## src/rtl/cpu_pkg.sv

```systemverilog
`default_nettype none
// ============================================================================
// Module      : cpu_pkg
// Description : Constants and types shared by the CPU pipeline control blocks:
//               register-field width, special register numbers, the default
//               mult/div latency and the pipeline-control bundle.
// Revision    : 1.0 - initial release
// ============================================================================
package cpu_pkg;

  localparam int             REG_W              = 5;
  localparam logic [REG_W-1:0] REG_ZERO         = 5'd0;
  localparam logic [REG_W-1:0] REG_RA           = 5'd31;
  localparam int             MULDIV_LATENCY_DEF = 32;

  // One cycle's worth of pipeline enables and squash requests.
  typedef struct packed {
    logic pc_write;
    logic if_id_write;
    logic if_id_flush;
    logic id_ex_flush;
  } ctrl_t;

  // True when a source field names the register an older instruction writes.
  // Register zero is never a real dependency.
  function automatic logic reg_dep(input logic [REG_W-1:0] src,
                                   input logic [REG_W-1:0] dst);
    return (dst != REG_ZERO) && (src == dst);
  endfunction

endpackage
`default_nettype wire

```

## src/rtl/hazard_ctrl_if.sv

```systemverilog
`default_nettype none
// ============================================================================
// Module      : hazard_ctrl_if
// Description : Bundle of pipeline-stage inputs and sequencing outputs between
//               the datapath (master) and the hazard controller (slave).
// Revision    : 1.0 - initial release
// ============================================================================
interface hazard_ctrl_if
  import cpu_pkg::*;
#(
  parameter int CNT_W = 32
);

  logic [REG_W-1:0] ID_Rs;
  logic [REG_W-1:0] ID_Rt;
  logic             ID_UsesRt;
  logic             ID_Jump;
  logic             ID_HiLoUse;
  logic             ID_EX_MemRead;
  logic [REG_W-1:0] ID_EX_WriteReg;
  logic             EX_MulDivStart;
  logic             PCSrcB;

  logic             PC_Write;
  logic             IF_ID_Write;
  logic             IF_ID_Flush;
  logic             ID_EX_Flush;
  logic             MulDivBusy;
  logic             MulDivDone;
  logic [CNT_W-1:0] StallCycles;
  logic [CNT_W-1:0] FlushCount;

  modport master (
    output ID_Rs, ID_Rt, ID_UsesRt, ID_Jump, ID_HiLoUse,
           ID_EX_MemRead, ID_EX_WriteReg, EX_MulDivStart, PCSrcB,
    input  PC_Write, IF_ID_Write, IF_ID_Flush, ID_EX_Flush,
           MulDivBusy, MulDivDone, StallCycles, FlushCount
  );

  modport slave (
    input  ID_Rs, ID_Rt, ID_UsesRt, ID_Jump, ID_HiLoUse,
           ID_EX_MemRead, ID_EX_WriteReg, EX_MulDivStart, PCSrcB,
    output PC_Write, IF_ID_Write, IF_ID_Flush, ID_EX_Flush,
           MulDivBusy, MulDivDone, StallCycles, FlushCount
  );

endinterface
`default_nettype wire

```

## src/rtl/hazard_ctrl_muldiv_tracker.sv

```systemverilog
`default_nettype none
// ============================================================================
// Module      : muldiv_tracker
// Description : Tracks occupancy of the HI/LO resource by a multi-cycle
//               mult/div. An 8-bit down-counter is loaded when the operation
//               leaves EX and the unit writes HI/LO in the cycle it reads 1.
// Revision    : 1.0 - initial release
// ============================================================================
module muldiv_tracker
  import cpu_pkg::*;
#(
  parameter int LATENCY = MULDIV_LATENCY_DEF
) (
  input  wire logic clk,
  input  wire logic reset,
  input  wire logic start_i,
  output logic      busy_o,
  output logic      done_o
);

  localparam logic [7:0] c_LAT = LATENCY[7:0];

  logic [7:0] cnt_q;
  logic [7:0] cnt_d;

  // Next count: a start always reloads, even over a running operation, so an
  // aborted operation never produces a done pulse.
  always_comb begin
    cnt_d = cnt_q;
    if (start_i) begin
      cnt_d = c_LAT;
    end else if (cnt_q != 8'd0) begin
      cnt_d = cnt_q - 8'd1;
    end
  end

  // Counter register; reset drops any operation in flight.
  always_ff @(posedge clk) begin
    if (reset) begin
      cnt_q <= 8'd0;
    end else begin
      cnt_q <= cnt_d;
    end
  end

  // Busy covers the issue cycle itself so a HI/LO user alongside it stalls.
  assign busy_o = start_i || (cnt_q != 8'd0);
  assign done_o = (cnt_q == 8'd1) && !start_i;

endmodule
`default_nettype wire

```

## src/rtl/hazard_ctrl.sv

```systemverilog
`default_nettype none
// ============================================================================
// Module      : hazard_ctrl
// Description : Five-stage pipeline sequencing controller. Stalls on load-use
//               and busy HI/LO, squashes wrong-path fetches on taken branches
//               (EX) and jumps (ID). All enables are combinational.
//               Optional build macro HAZARD_PERF_EN adds saturating stall and
//               flush performance counters; otherwise they read as zero.
// Revision    : 1.0 - initial release
// ============================================================================
module hazard_ctrl
  import cpu_pkg::*;
#(
  parameter int MULDIV_LATENCY = MULDIV_LATENCY_DEF,
  parameter int CNT_W          = 32
) (
  input  wire logic     clk,
  input  wire logic     reset,
  hazard_ctrl_if.slave  bus
);

  logic  w_load_use;
  logic  w_hilo_stall;
  logic  w_stall;
  logic  w_busy;
  logic  w_done;
  ctrl_t w_ctrl;

  muldiv_tracker #(
    .LATENCY (MULDIV_LATENCY)
  ) u_muldiv_tracker (
    .clk     (clk),
    .reset   (reset),
    .start_i (bus.EX_MulDivStart),
    .busy_o  (w_busy),
    .done_o  (w_done)
  );

  // Hazards that forwarding cannot resolve.
  always_comb begin
    w_load_use   = bus.ID_EX_MemRead &&
                   (reg_dep(bus.ID_Rs, bus.ID_EX_WriteReg) ||
                    (bus.ID_UsesRt && reg_dep(bus.ID_Rt, bus.ID_EX_WriteReg)));
    w_hilo_stall = bus.ID_HiLoUse && w_busy;
    w_stall      = w_load_use || w_hilo_stall;
  end

  // Priority: branch squash beats stall (the stalled instruction is on the
  // wrong path), stall beats jump (the jump stays in ID and retries).
  always_comb begin
    w_ctrl = '{pc_write: 1'b1, if_id_write: 1'b1,
               if_id_flush: 1'b0, id_ex_flush: 1'b0};
    if (bus.PCSrcB) begin
      w_ctrl = '{pc_write: 1'b1, if_id_write: 1'b1,
                 if_id_flush: 1'b1, id_ex_flush: 1'b1};
    end else if (w_stall) begin
      w_ctrl = '{pc_write: 1'b0, if_id_write: 1'b0,
                 if_id_flush: 1'b0, id_ex_flush: 1'b1};
    end else if (bus.ID_Jump) begin
      w_ctrl = '{pc_write: 1'b1, if_id_write: 1'b1,
                 if_id_flush: 1'b1, id_ex_flush: 1'b0};
    end
  end

  assign bus.PC_Write    = w_ctrl.pc_write;
  assign bus.IF_ID_Write = w_ctrl.if_id_write;
  assign bus.IF_ID_Flush = w_ctrl.if_id_flush;
  assign bus.ID_EX_Flush = w_ctrl.id_ex_flush;
  assign bus.MulDivBusy  = w_busy;
  assign bus.MulDivDone  = w_done;

`ifdef HAZARD_PERF_EN
  localparam logic [CNT_W-1:0] c_ONE = {{(CNT_W-1){1'b0}}, 1'b1};
  localparam logic [CNT_W-1:0] c_MAX = {CNT_W{1'b1}};

  logic [CNT_W-1:0] stall_cnt_q;
  logic [CNT_W-1:0] stall_cnt_d;
  logic [CNT_W-1:0] flush_cnt_q;
  logic [CNT_W-1:0] flush_cnt_d;

  // Saturating increments; a stall hidden under a branch squash is not a
  // real stall and is not counted.
  always_comb begin
    stall_cnt_d = stall_cnt_q;
    flush_cnt_d = flush_cnt_q;
    if (w_stall && !bus.PCSrcB && (stall_cnt_q != c_MAX)) begin
      stall_cnt_d = stall_cnt_q + c_ONE;
    end
    if (w_ctrl.if_id_flush && (flush_cnt_q != c_MAX)) begin
      flush_cnt_d = flush_cnt_q + c_ONE;
    end
  end

  // Counter registers.
  always_ff @(posedge clk) begin
    if (reset) begin
      stall_cnt_q <= '0;
      flush_cnt_q <= '0;
    end else begin
      stall_cnt_q <= stall_cnt_d;
      flush_cnt_q <= flush_cnt_d;
    end
  end

  assign bus.StallCycles = stall_cnt_q;
  assign bus.FlushCount  = flush_cnt_q;
`else
  assign bus.StallCycles = '0;
  assign bus.FlushCount  = '0;
`endif

endmodule
`default_nettype wire

```

## src/flat_wrapper.sv

```systemverilog
// flat-port wrapper written by rule: the top's interface ports become plain ports
module hazard_ctrl_flat import cpu_pkg::*;
#(
  parameter int MULDIV_LATENCY = MULDIV_LATENCY_DEF,
  parameter int CNT_W          = 32
)
  (clk, reset, bus_ID_Rs, bus_ID_Rt, bus_ID_UsesRt, bus_ID_Jump, bus_ID_HiLoUse, bus_ID_EX_MemRead, bus_ID_EX_WriteReg, bus_EX_MulDivStart, bus_PCSrcB, bus_PC_Write, bus_IF_ID_Write, bus_IF_ID_Flush, bus_ID_EX_Flush, bus_MulDivBusy, bus_MulDivDone, bus_StallCycles, bus_FlushCount);
  hazard_ctrl_if #(.CNT_W(CNT_W)) bus_i ();
  input  wire logic clk;
  input  wire logic reset;
  input wire logic [$bits(bus_i.ID_Rs)-1:0] bus_ID_Rs;
  input wire logic [$bits(bus_i.ID_Rt)-1:0] bus_ID_Rt;
  input wire logic [$bits(bus_i.ID_UsesRt)-1:0] bus_ID_UsesRt;
  input wire logic [$bits(bus_i.ID_Jump)-1:0] bus_ID_Jump;
  input wire logic [$bits(bus_i.ID_HiLoUse)-1:0] bus_ID_HiLoUse;
  input wire logic [$bits(bus_i.ID_EX_MemRead)-1:0] bus_ID_EX_MemRead;
  input wire logic [$bits(bus_i.ID_EX_WriteReg)-1:0] bus_ID_EX_WriteReg;
  input wire logic [$bits(bus_i.EX_MulDivStart)-1:0] bus_EX_MulDivStart;
  input wire logic [$bits(bus_i.PCSrcB)-1:0] bus_PCSrcB;
  output wire logic [$bits(bus_i.PC_Write)-1:0] bus_PC_Write;
  output wire logic [$bits(bus_i.IF_ID_Write)-1:0] bus_IF_ID_Write;
  output wire logic [$bits(bus_i.IF_ID_Flush)-1:0] bus_IF_ID_Flush;
  output wire logic [$bits(bus_i.ID_EX_Flush)-1:0] bus_ID_EX_Flush;
  output wire logic [$bits(bus_i.MulDivBusy)-1:0] bus_MulDivBusy;
  output wire logic [$bits(bus_i.MulDivDone)-1:0] bus_MulDivDone;
  output wire logic [$bits(bus_i.StallCycles)-1:0] bus_StallCycles;
  output wire logic [$bits(bus_i.FlushCount)-1:0] bus_FlushCount;
  assign bus_i.ID_Rs = bus_ID_Rs;
  assign bus_i.ID_Rt = bus_ID_Rt;
  assign bus_i.ID_UsesRt = bus_ID_UsesRt;
  assign bus_i.ID_Jump = bus_ID_Jump;
  assign bus_i.ID_HiLoUse = bus_ID_HiLoUse;
  assign bus_i.ID_EX_MemRead = bus_ID_EX_MemRead;
  assign bus_i.ID_EX_WriteReg = bus_ID_EX_WriteReg;
  assign bus_i.EX_MulDivStart = bus_EX_MulDivStart;
  assign bus_i.PCSrcB = bus_PCSrcB;
  assign bus_PC_Write = bus_i.PC_Write;
  assign bus_IF_ID_Write = bus_i.IF_ID_Write;
  assign bus_IF_ID_Flush = bus_i.IF_ID_Flush;
  assign bus_ID_EX_Flush = bus_i.ID_EX_Flush;
  assign bus_MulDivBusy = bus_i.MulDivBusy;
  assign bus_MulDivDone = bus_i.MulDivDone;
  assign bus_StallCycles = bus_i.StallCycles;
  assign bus_FlushCount = bus_i.FlushCount;
  hazard_ctrl #(.MULDIV_LATENCY(MULDIV_LATENCY), .CNT_W(CNT_W)) u_core (.clk(clk), .reset(reset), .bus(bus_i));
endmodule
```

## config.mk

```make
export PLATFORM = sky130hd
export DESIGN_NAME = hazard_ctrl_flat
export DESIGN_NICKNAME = d
export VERILOG_FILES = /design/src/rtl/cpu_pkg.sv /design/src/rtl/hazard_ctrl_if.sv /design/src/rtl/hazard_ctrl_muldiv_tracker.sv /design/src/rtl/hazard_ctrl.sv /design/src/flat_wrapper.sv
export SDC_FILE = /design/constraint.sdc
export NUM_CORES = 1
export LEC_CHECK = 0
export BUFFER_PORTS_ARGS = -buffer_cell sky130_fd_sc_hd__buf_4
export CAP_MARGIN = 25
export CORE_ASPECT_RATIO = 0.6
export CORE_MARGIN = 2
export CORE_UTILIZATION = 38
export CTS_CLUSTER_SIZE = 25
export DETAILED_ROUTE_END_ITERATION = 6
export PLACE_DENSITY_LB_ADDON = 0.25
export SLEW_MARGIN = 20
export SYNTH_ARGS = -nofsm -noshare
export SYNTH_HDL_FRONTEND = slang
export SYNTH_SLANG_ARGS = --single-unit
export TNS_END_PERCENT = 10
```

## constraint.sdc

```tcl
create_clock -name clk -period 2.2 [get_ports clk]
set_clock_uncertainty 0.05 [all_clocks]
set_input_delay 0 -clock clk [delete_from_list [all_inputs] [get_ports clk]]
set_output_delay 0 -clock clk [all_outputs]
set_load 0.05 [all_outputs]
```

======== After elaboration in Yosys (flattened, before gate mapping) ========
Index checks and enable logic that the tools add are counted.
word-level totals
  input bits .............................. 23
  register bits after elaboration ......... 8
  output and inout bits ................... 70
  logic and storage cells ................. 25
operators by class
  multiplexer cells ....................... 5
  $add $sub $neg .......................... 1
  eq/ne operators ......................... 3
  reductions and logical operators ........ 14
operators by type and width
  cell                                                                    number
  6-bit 2-to-1 mux                                                        2
  5-bit equality test                                                     2
  8-bit by 1-bit equality test with 1-bit output (second input constant)  1
  4-bit 2-to-1 mux                                                        2
  8-bit nonzero test                                                      1
  8-bit by 1-bit subtractor with 8-bit output (second input constant)     1
  1-bit logical AND                                                       6
  5-bit nonzero test                                                      1
  1-bit logical OR                                                        3
  2-bit 2-to-1 mux                                                        1
  2-bit nonzero test                                                      1
  2-bit OR reduction                                                      1
  1-bit zero test                                                         1

======== Longest topological paths before layout ========
Gate-level depths: netlist (run 1).
  depth after elaboration ................. 8
  mapped depth ............................ 5
  gate-level depth less buffers ........... 5

======== Cells and area by module ========
Synthesis (run 1) repeated with hierarchy kept, for this count alone.
unflattened totals
  cell total of the unflattened synthesis .. 143
  area, all modules ....................... 1118.6 µm²
by module, submodules not included
  module          seq. area each (µm²)  instances  cells an instance  area an instance (µm²)
  hazard_ctrl     0.0                   1          90                 665.6
  muldiv_tracker  160.2                 1          53                 452.9

======== Worst setup path before layout (run 1) ========
OpenSTA, ideal clock, no wires.
  path type ............................... register to output
  start ................................... reg u_core.u_muldiv_tracker.cnt_q[2]
  end ..................................... out bus_IF_ID_Flush
  data required time ...................... 2.150 ns
  cell stages (with the launch flop) ...... 4
  arrival ................................. 2.086 ns
  slack ................................... 0.064 ns
  path buffers ............................ 0
  path through ............................ dfxtp_1 > nor4_4 > a41oi_1 > a211oi_1
between the ends
  word-level cells in the longest chain between the ends .. 6
ends and longest elaborated chain
  item                      RTL line                          RTL
  start: declaration        hazard_ctrl_muldiv_tracker.sv:23  logic [7:0] cnt_q;
  start signal: assignment  hazard_ctrl_muldiv_tracker.sv:42  cnt_q <= cnt_d;
  8-bit nonzero test        hazard_ctrl_muldiv_tracker.sv:47  assign busy_o = start_i || (cnt_q != 8'd0);
  1-bit logical OR          hazard_ctrl_muldiv_tracker.sv:47
  1-bit logical AND         hazard_ctrl.sv:44                 w_hilo_stall = bus.ID_HiLoUse && w_busy;
  1-bit logical OR          hazard_ctrl.sv:45                 w_stall = w_load_use || w_hilo_stall;
  4-bit 2-to-1 mux          hazard_ctrl.sv:56                 end else if (w_stall) begin
  4-bit 2-to-1 mux          hazard_ctrl.sv:53                 if (bus.PCSrcB) begin
  end: declaration          flat_wrapper.sv:22                output wire logic [$bits(bus_i.IF_ID_Flush)-1:0] bus_IF_ID_Flush;
Every way passes these cells.

======== Worst setup path after layout (run 1) ========
  start ................................... reg u_core.u_muldiv_tracker.cnt_q[2]
  end ..................................... out bus_ID_EX_Flush
between the ends
  word-level cells in the longest chain between the ends .. 6
ends and longest elaborated chain
  item                RTL line                          RTL
  8-bit nonzero test  hazard_ctrl_muldiv_tracker.sv:47
  1-bit logical OR    hazard_ctrl_muldiv_tracker.sv:47
  1-bit logical AND   hazard_ctrl.sv:44
  1-bit logical OR    hazard_ctrl.sv:45
  4-bit 2-to-1 mux    hazard_ctrl.sv:56
  4-bit 2-to-1 mux    hazard_ctrl.sv:53
  end: declaration    flat_wrapper.sv:23                output wire logic [$bits(bus_i.ID_EX_Flush)-1:0] bus_ID_EX_Flush;
Every way passes these cells.

==> impl_metrics.csv, run 1 <==
group,metric,value,unit
power,peakVddDrop,0.406,mV
die,die_h,45.4,um
finish,layout_commonest_cell,"conb_1",
critical_path,worstPathMaxFanout,5,
yosys,synth_area_leaders,"buf_4 (45%), dfxtp_1 (15%), xnor2_1 (10%)",
critical_path,crit_type,"reg -> out",
finish,top_regs,"u_core.u_muldiv_tracker.cnt_q x8",
run_status,status,"completed",
finish,final_cell_mix,"conb_1 (64), buf_4 (28), xnor2_1 (13)",
sta,final_hold_viol_count,0,
drt,first_iter_violations,40,
finish,final_area,1140,um2
yosys,synth_top_cell_area_share,45.0,%
finish,diodes,0,
clock_tree,cts_setup_buffers,0,
sta,clock.fmax,572,MHz
drt,wl,1.93,mm
die,start_util,41.6,%
clock_tree,root_buffer,"clkbuf_8",
yosys,synth.distinct_cells,31,
grt,first_global_vias,603,
yosys,yosys_warnings,0,
finish,area_growth,5.54,%
finish,largest-register,"u_core.u_muldiv_tracker.cnt_q",
yosys,yosys.area.top_type,"buf_4",
clock_tree,cts-resized-gates,0,
clock_tree,cts_buffers,3,
grt,grt_use_total,11.9,%
critical_path,crit_path_start_kind,"flip-flop",
finish,largest_reg_flops,8,
critical_path,critPathRequiredTime,2.15,ns
sta,drv_slew,0,
clock_tree,cts.sinks,8,
drt,avgViaCountPerCell,3.80,
yosys,synth_cells,135,
placement,portBuffers,28,
finish,fin_util,43.9,%
clock_tree,clock_path_buffers,2,
critical_path,worstPathArrival,1.70,ns
grt,overflow,0,
yosys,synth.avg_cell_area,8.04,um2
finish,layout-drive-gt1-share,21.7,%
sta,post-route-period-util,79.4,%
clock_tree,clkTransAtPathRegs,0.04,ns
yosys,synth-seq-area-share,14.8,%
die,rows,14,
yosys,synth-seq-cells,8,
drt,drc_errors,0,
sta,rsz0062_at_grt,"no",
power,power.density,1130,nW/um2
placement,dp_hpwl,1.59,mm
placement,gp_congestion,0.730,
drt,wl_per_cell,9.76,um
clock_tree,tritoncts,"built",
clock_tree,htreeDepth,1,
finish,nets,194,
drt,ant_nets,0,
sta,fin_tns_setup,0,ns
grt,antenna_found_initial,0,
clock_tree,clk_latency,0.23,ns
power,total_power,0.00129,W
drt,drt-pass1-iter-count,4,
drt,vias,753,
critical_path,endpoint_kind,"output port",
yosys,synth.cell_area,1080,um2
sta,min_period,1.75,ns
grt,grt_max_degree,6,
die,die_width,73.0,um
die,ios,93,
grt,grt_first_pass_wirelength,2.86,mm
die,core_area,2610,um2
sta,setup_viol,0,
placement,placed_area,1080,um2
min_path,hold_path.class,"in -> out",
die,dieArea,3310,um2
finish,fill_cells,273,
power,p_leak,0.591,nW
run,maxCapViolCount,0,
clock_tree,hold_buffers,2,
## synth_stat cells
master,number
or2_2,1
dfxtp_1,8
a211oi_1,1
a21oi_1,1
nand2b_1,1
nor3_1,1
and4_1,1
a221o_1,1
or4b_1,1
o21a_1,1
or4_4,1
a2111oi_0,1
or4_1,1
xor2_1,3
o21ai_0,1
or3_4,1
xnor2_1,13
o22ai_1,1
buf_4,65
a31oi_1,1
nand4_1,2
inv_1,3
a41oi_1,1
nor2b_1,1
nand3_1,2
conb_1,1
nor2_1,10
nand2_1,5
nor2_2,1
ha_1,3
nor4_4,1
## path summary, 6_finish.rpt
kind,start,endpoint,slack [ns],cells past startpoint
max,u_core.u_muldiv_tracker.cnt_q[2]$_SDFFE_PP0P_,bus_ID_EX_Flush,0.45,4
min,bus_PCSrcB,bus_ID_EX_Flush,0.35,3
max reg2reg,u_core.u_muldiv_tracker.cnt_q[0]$_SDFFE_PP0P_,u_core.u_muldiv_tracker.cnt_q[5]$_SDFFE_PP0N_,0.54,5
min reg2reg,u_core.u_muldiv_tracker.cnt_q[1]$_SDFFE_PP0P_,u_core.u_muldiv_tracker.cnt_q[1]$_SDFFE_PP0P_,0.47,2
## critical path, stage by stage (launching register included)
cell     delay [ns]
dfxtp_1        0.36
nor4_4         0.40
nand4_1        0.19
a221o_1        0.33
buf_4          0.19
## cells by family (layout without fill, tap and decap cells)
logic type                 after synthesis  count (layout)  synth area share, %
and+or+nand+nor                         30              30                 16.5
adders and majority gates                3               3                 3.46
buffers and inverters                   68              36                 46.0
xor gates and xnor gates                16              16                 12.9
AOI/OAI and AO/OA                        9               9                 6.00
other                                    1              64                0.346
DFF                                      8               8                 14.8
## metal layers
layer  up-vias  track usage [%]  wire [um]  share of wire (%)
met4         0             5.56         29                1.5
met2        45             18.9        924                 48
li1        374                -          -                  -
met5         -                0          0                  0
met3         2             3.32        135                7.0
met1       332             15.2        843                 44
## where the power goes
| group | switching, W | total, W | internal (W) |
|---|---|---|---|
| combinational | 0.000569 | 0.000849 | 0.000279 |
| sequential | 0.0000641 | 0.000261 | 0.000197 |
| clock | 0.0000621 | 0.000181 | 0.000119 |
| total | 0.000696 | 0.00129 | 0.000596 |
## layout make-up
type	count	area [um2]	share of cell area, %
Clock buffer	3	41.3	3.61
Inverter	3	11.3	0.984
Multi-Input combinational cell	122	662	57.8
Sequential cell	8	160	14.0
Tap cell	32	40.0	3.50
Timing Repair Buffer	30	230	20.1
## through the flow
stage	worst slack, ns	cells	hold WS (ns)
after floorplan	0.0642	198	0.0194
after global routing	0.344	198	0.359
after CTS	0.461	198	0.347
final	0.452	198	0.346
after detailed placement	0.557	193	0.145
after global placement	0.591	193	0.148
Note: power is estimated with default switching activity, not from simulation.
==> run 2, diff against run 1 <==
- ABC_AREA: unset -> 1
- CORE_UTILIZATION: 38 -> 35
- clock period: 2.2 -> 1.5 ns (I/O delays scaled with it)
==> run 2 against run 1 <==
Synthesized cell count is 30% higher. Flip-flop and latch count did not move. Routed wire length rose by 6.6%. Combinational power up 21%. Cell count up 27%. Hold slack got worse by 0.34 ns. Non-clock buffer count up 2. Count of clock-buffer cells in the layout is the same. Critical path type unchanged. Critical endpoint is now bus_IF_ID_Flush. Largest power group unchanged.
==> impl_metrics.csv, run 2 <==
group,metric,value,unit
run_status,status,"completed",
placement,dp_hpwl,1.68,mm
die,ios,93,
sta,rsz0062_at_grt,"yes",
grt,grt_use_total,9.40,%
sta,fin_tns_setup,0,ns
run,maxCapViolCount,0,
finish,area_growth,12.1,%
placement,place_ws,0.190,ns
finish,top_regs,"u_core.u_muldiv_tracker.cnt_q x8",
placement,gp_congestion,0.815,
sta,min_period,1.44,ns
sta,clock.fmax,694,MHz
drt,avgViaCountPerCell,3.51,
clock_tree,root_buffer,"clkbuf_8",
critical_path,crit_type,"reg -> out",
finish,final_cell_mix,"conb_1 (64), nand2_1 (32), buf_4 (28)",
finish,largest_reg_flops,8,
grt,antenna_found_initial,0,
critical_path,critPathRequiredTime,1.45,ns
finish,layout_commonest_cell,"conb_1",
grt,grt_max_degree,7,
yosys,synth_cells,176,
finish,nets,237,
critical_path,path_delay_family,"simple AND/OR/NAND/NOR gates",
die,die_h,48.2,um
die,rows,15,
yosys,synth_area_leaders,"buf_4 (43%), dfxtp_1 (14%), nand2_1 (12%)",
yosys,yosys.area.top_type,"buf_4",
critical_path,reg2reg_depth,7,
yosys,synth.cell_area,1140,um2
min_path,hold_path.class,"in -> reg",
clock_tree,clk_latency,0.23,ns
critical_path,endpoint_kind,"output port",
finish,diodes,0,
grt,overflow,0,
finish,largest-register,"u_core.u_muldiv_tracker.cnt_q",
clock_tree,cts_buffers,3,
grt,first_global_vias,639,
critical_path,crit_chain,"inv_2 -> ha_2 -> nand4_1 -> nand2_2 -> nand3_2 -> nand2_2 -> buf_8",
sta,setup_viol,0,
clock_tree,tritoncts,"built",
critical_path,crit_path_frequent_cell,"nand2_2",
yosys,ys.flop_type,"dfxtp_1",
yosys,yosys-top-cells-count,"buf_4 (65), nand2_1 (37), inv_1 (20), nor2_1 (12)",
critical_path,crit_path_start_kind,"flip-flop",
finish,layout-drive-gt1-share,23.9,%
yosys,synth_edf_count,0,
die,start_util,38.2,%
critical_path,r2r_end,"u_core.u_muldiv_tracker.cnt_q[6]$_SDFFE_PP0P_",
critical_path,critPathMaxStageDelay,0.32,ns
yosys,yosys_warnings,0,
critical_path,reg2reg_from,"u_core.u_muldiv_tracker.cnt_q[1]$_SDFFE_PP0P_",
critical_path,worst_path_max_delay_cell,"dfxtp_1",
yosys,synth-seq-cells,8,
sta,setup_ws,0.0584,ns
die,dieArea,3740,um2
critical_path,rrSetupSlack,0.14,ns
drt,ant_nets,0,
clock_tree,cts.sinks,8,
yosys,synth.distinct_cells,21,
clock_tree,htreeDepth,1,
die,core_area,2980,um2
drt,vias,882,
power,p_leak,0.772,nW
grt,grt_first_pass_wirelength,2.73,mm
yosys,synth_top_cell_area_share,42.9,%
clock_tree,clock_path_buffers,2,
yosys,synth_most_common_cell,"buf_4",
yosys,synth-seq-area-share,14.1,%
critical_path,worst-path-buf-inv,2,
critical_path,crit_cells,7,
sta,post-route-period-util,96.1,%
drt,wl,2.06,mm
critical_path,crit_start,"u_core.u_muldiv_tracker.cnt_q[1]$_SDFFE_PP0P_",
sta,final_hold_viol_count,0,
power,power.density,1250,nW/um2
placement,portBuffers,28,
yosys,synth.avg_cell_area,6.47,um2
drt,drc_errors,0,
sta,drv_slew,0,
critical_path,worstPathArrival,1.39,ns
drt,drt-pass1-iter-count,6,
critical_path,crit_path_end,"bus_IF_ID_Flush",
drt,wl_per_cell,8.21,um
power,peakVddDrop,0.642,mV
drt,first_iter_violations,19,
die,die_width,77.6,um
yosys,ys_async_sr_fraction,0,%
critical_path,worstPathMaxFanout,4,
clock_tree,clkTransAtPathRegs,0.04,ns
==> run 2: timing repair <==
item	in CTS	in global routing
pin swaps	3	3
resized for setup	4	6
endpoints found under the hold margin	1	0
hold buffers	1	0
buffers inserted	1	1
gates cloned	0	0
endpoints found under the setup margin	3	7
==> run 2: layout make-up <==
cell class	count	area (um2)
Fill cell	316	1710
Multi-Input combinational cell	145	684
Timing Repair Buffer	32	258
Sequential cell	8	161
Inverter	21	78.8
Tap cell	42	52.6
Clock buffer	3	41.3
==> run 2: how the worst min path moves through the flow <==
| stage | startpoint | slack [ns] | cells past startpoint | to |
|---|---|---|---|---|
| 2_1_floorplan | reset | 0.02 | 1 | u_core.u_muldiv_tracker.cnt_q[5]$_SDFFE_PP0N_ |
| 3_3_place_gp | reset | 0.12 | 2 | u_core.u_muldiv_tracker.cnt_q[5]$_SDFFE_PP0N_ |
| 3_5_place_dp | reset | 0.12 | 2 | u_core.u_muldiv_tracker.cnt_q[5]$_SDFFE_PP0N_ |
| 4_1_cts | bus_EX_MulDivStart | 0.002 | 3 | u_core.u_muldiv_tracker.cnt_q[5]$_SDFFE_PP0N_ |
| 5_1_grt | bus_EX_MulDivStart | 0.04 | 3 | u_core.u_muldiv_tracker.cnt_q[5]$_SDFFE_PP0N_ |
| 6_report | bus_EX_MulDivStart | 0.006 | 3 | u_core.u_muldiv_tracker.cnt_q[5]$_SDFFE_PP0N_ |
==> run 2: per-layer routing <==
layer  vias to the layer above  wire, um  part of all wire [%]  GRT usage (%)
li1                        471         -                     -              -
met1                       367       900                    44           12.3
met3                         0       238                    12           4.81
met5                         -         0                     0              0
met2                        44       920                    45           14.0
met4                         0         0                     0           2.14
==> run 2: cells by family after synthesis <==
kind of cell               synth area share, %
buffers and inverters                     49.8
and+or+nand+nor                           25.3
AOI/OAI and AO/OA                         4.18
DFF                                       14.1
xor gates and xnor gates                  3.08
adders and majority gates                 3.30
other                                    0.329
==> run 2: tightest hold or removal path: cells and delay by family <==
kind / cells / cell delay [ns]
compound gates: 1 / 0.06
buf+inv: 2 / 0.19
==> run 2: metrics by stage <==
stage / power, W / utilization (%) / std cells / instance area, um2 / hold WS (ns)
after floorplan: 0.00124 / - / 239 / 1400 / 0.0191
after global placement: 0.00128 / 39.5 / 245 / 1180 / 0.125
after detailed placement: 0.00127 / 39.5 / 245 / 1180 / 0.122
after CTS: 0.00157 / 41.7 / 250 / 1240 / 0.00215
after global routing: 0.00172 / 42.8 / 251 / 1280 / 0.0359
final: 0.00160 / 42.8 / 251 / 1280 / 0.00566
==> run 2: power by group <==
group	total (W)	internal, W	switching [W]	leakage [nW]
combinational	0.00103	0.000289	0.000737	0.685
sequential	0.000318	0.000266	0.0000519	0.0659
clock	0.000257	0.000174	0.0000829	0.0216
==> run 3, diff against run 2 <==
- CORE_UTILIZATION: 35 -> 36
- SYNTH_HIERARCHICAL: unset -> 1
==> run 3 against run 2 <==
Register-to-register slack got worse by 0.08 ns. Sequential power about the same. Maximum frequency increased by 0.38%. Critical path type is now reg -> reg. Via count increased by 7.1%. Cell count increased by 6.4%. Total power increased by 16%.
==> impl_metrics.csv, run 3 <==
group,metric,value,unit
run_status,status,"completed",
finish,largest_reg_flops,8,
critical_path,crit_path_start_kind,"flip-flop",
finish,top_regs,"u_core/u_muldiv_tracker/cnt_q x8",
yosys,synth-seq-cells,8,
yosys,synth-seq-area-share,13.1,%
clock_tree,cts_buffers,3,
critical_path,critPathRequiredTime,1.57,ns
drt,drc_errors,0,
yosys,synth.distinct_cells,21,
die,rows,16,
power,p_leak,0.841,nW
yosys,ys.flop_type,"dfxtp_1",
finish,final_area,1420,um2
clock_tree,htreeDepth,1,
finish,layout-drive-gt1-share,33.3,%
power,peakVddDrop,0.497,mV
drt,vias,945,
drt,drt-pass1-iter-count,4,
placement,portBuffers,28,
run,maxCapViolCount,0,
die,die_width,79.3,um
die,start_util,37.5,%
finish,layout.cells.non_filler,267,
clock_tree,root_buffer,"clkbuf_8",
clock_tree,clkTransAtPathRegs,0.04,ns
grt,first_global_vias,654,
grt,grt_first_pass_wirelength,2.93,mm
sta,setup_viol,0,
yosys,yosys-top-cells-count,"buf_4 (65), nand2_1 (38), inv_1 (19), nor2_1 (11), dfxtp_1 (8)",
yosys,synth.avg_cell_area,6.59,um2
sta,post-route-period-util,95.7,%
yosys,synth_cells,186,
yosys,synth_top_cell_area_share,39.8,%
drt,wl,2.07,mm
grt,grt_use_total,9.88,%
die,die_h,49.2,um
critical_path,crit_type,"reg -> reg",
placement,placed_area,1270,um2
sta,drv_slew,0,
yosys,ys_async_sr_fraction,0,%
sta,fin_tns_setup,0,ns
sta,final_hold_viol_count,0,
die,ios,93,
yosys,synth_most_common_cell,"buf_4",
min_path,hold_path.class,"in -> reg",
finish,area_growth,16.0,%
finish,diodes,0,
placement,gp_congestion,0.801,
placement,place_inst,257,
grt,grt_max_degree,7,
finish,final_cell_mix,"conb_1 (64), nand2_1 (34), buf_4 (31)",
yosys,yosys_warnings,6,
sta,min_period,1.44,ns
drt,avgViaCountPerCell,3.54,
drt,first_iter_violations,20,
yosys,synth.cell_area,1220,um2
placement,dp_hpwl,1.73,mm
grt,overflow,0,
yosys,synth_edf_count,0,
finish,layout_commonest_cell,"conb_1",
drt,wl_per_cell,7.75,um
grt,antenna_found_initial,0,
critical_path,endpoint_kind,"flip-flop",
power,power.density,1310,nW/um2
clock_tree,tritoncts,"built",
drt,ant_nets,0,
die,core_area,3260,um2
clock_tree,clock_path_buffers,2,
yosys,yosys.area.top_type,"buf_4",
yosys,synth_area_leaders,"buf_4 (40%), dfxtp_1 (13%), nand2_1 (12%)",
critical_path,worstPathArrival,1.51,ns
die,dieArea,3900,um2
critical_path,worstPathMaxFanout,4,
finish,nets,250,
sta,clock.fmax,696,MHz
finish,fill_cells,352,
clock_tree,cts.sinks,8,
clock_tree,clk_latency,0.23,ns
finish,largest-register,"u_core/u_muldiv_tracker/cnt_q",
finish,fin_util,43.6,%
[run 3: routing by layer]
layer  share of wire, %  wire length, um  vias up  GRT usage (%)
li1                   -                -      500              -
met1                 47              981      390           14.4
met2                 42              875       53           13.3
met3                9.8              203        2           3.89
met4               0.48               10        0           2.59
met5                  0                0        -              0
[run 3: layout make-up]
cell class | count | area [um2] | share of cell area [%]
clock buffer | 3 | 41.3 | 2.90
tap | 45 | 56.3 | 3.96
timing repair buffer | 35 | 288 | 20.2
sequential | 8 | 165 | 11.6
inverter | 26 | 100 | 7.04
multi-input combinational | 150 | 771 | 54.2
[run 3: power breakdown]
part | total (W) | internal, W | switching [W]
clock network | 0.000258 | 0.000174 | 0.0000842
logic | 0.00128 | 0.000388 | 0.000895
registers | 0.000317 | 0.000269 | 0.0000489
total | 0.00186 | 0.000830 | 0.00103
[run 3: critical path: stages (launching register included)]
cell	delay [ns]
dfxtp_4	0.35
inv_4	0.06
buf_4	0.10
buf_4	0.12
ha_1	0.22
nand3_2	0.13
nor2_2	0.11
xor2_1	0.14
nor2_1	0.05
[run 3: worst paths after layout]
| check | start | to | slack (ns) | cells past startpoint |
|---|---|---|---|---|
| setup / recovery | u_core/u_muldiv_tracker/cnt_q[0]$_SDFFE_PP0P_ | u_core/u_muldiv_tracker/cnt_q[6]$_SDFFE_PP0P_ | 0.06 | 8 |
| hold / removal | bus_EX_MulDivStart | u_core/u_muldiv_tracker/cnt_q[0]$_SDFFE_PP0P_ | 0.05 | 4 |
| setup reg to reg | u_core/u_muldiv_tracker/cnt_q[0]$_SDFFE_PP0P_ | u_core/u_muldiv_tracker/cnt_q[6]$_SDFFE_PP0P_ | 0.06 | 8 |
| hold reg to reg | u_core/u_muldiv_tracker/cnt_q[7]$_SDFFE_PP0P_ | u_core/u_muldiv_tracker/cnt_q[7]$_SDFFE_PP0P_ | 0.44 | 2 |
[run 3: stage by stage]
stage               hold WS, ns  total power (W)  worst slack [ns]
finish                   0.0474          0.00186            0.0638
global route             0.0589          0.00199          -0.00603
CTS                      0.0462          0.00178            0.0102
detailed placement        0.116          0.00146             0.143
global placement          0.117          0.00147             0.166
floorplan                0.0124          0.00143           -0.0514
[run 3: cell families (layout without fill, tap and decap cells)]
kind of cell             Yosys count  count (layout)  synth area share [%]
AO/OA/AOI/OAI                      9               9                  5.21
XOR/XNOR                           4               4                  2.86
adder cells (fa/ha/maj)            3               3                  3.06
buffers and inverters             91              64                  47.8
flip-flops                         8               8                  13.1
other                              1              64                 0.306
AND/OR/NAND/NOR                   70              70                  27.7
[run 3: repair_timing]
item | in CTS | in global routing
hold buffers | 1 | 0
hold endpoints to repair | 1 | 0
setup endpoints to repair | 4 | 4
cloned | 0 | 0
gates resized for setup | 8 | 8
pin swaps | 1 | 4
setup buffers | 2 | 4
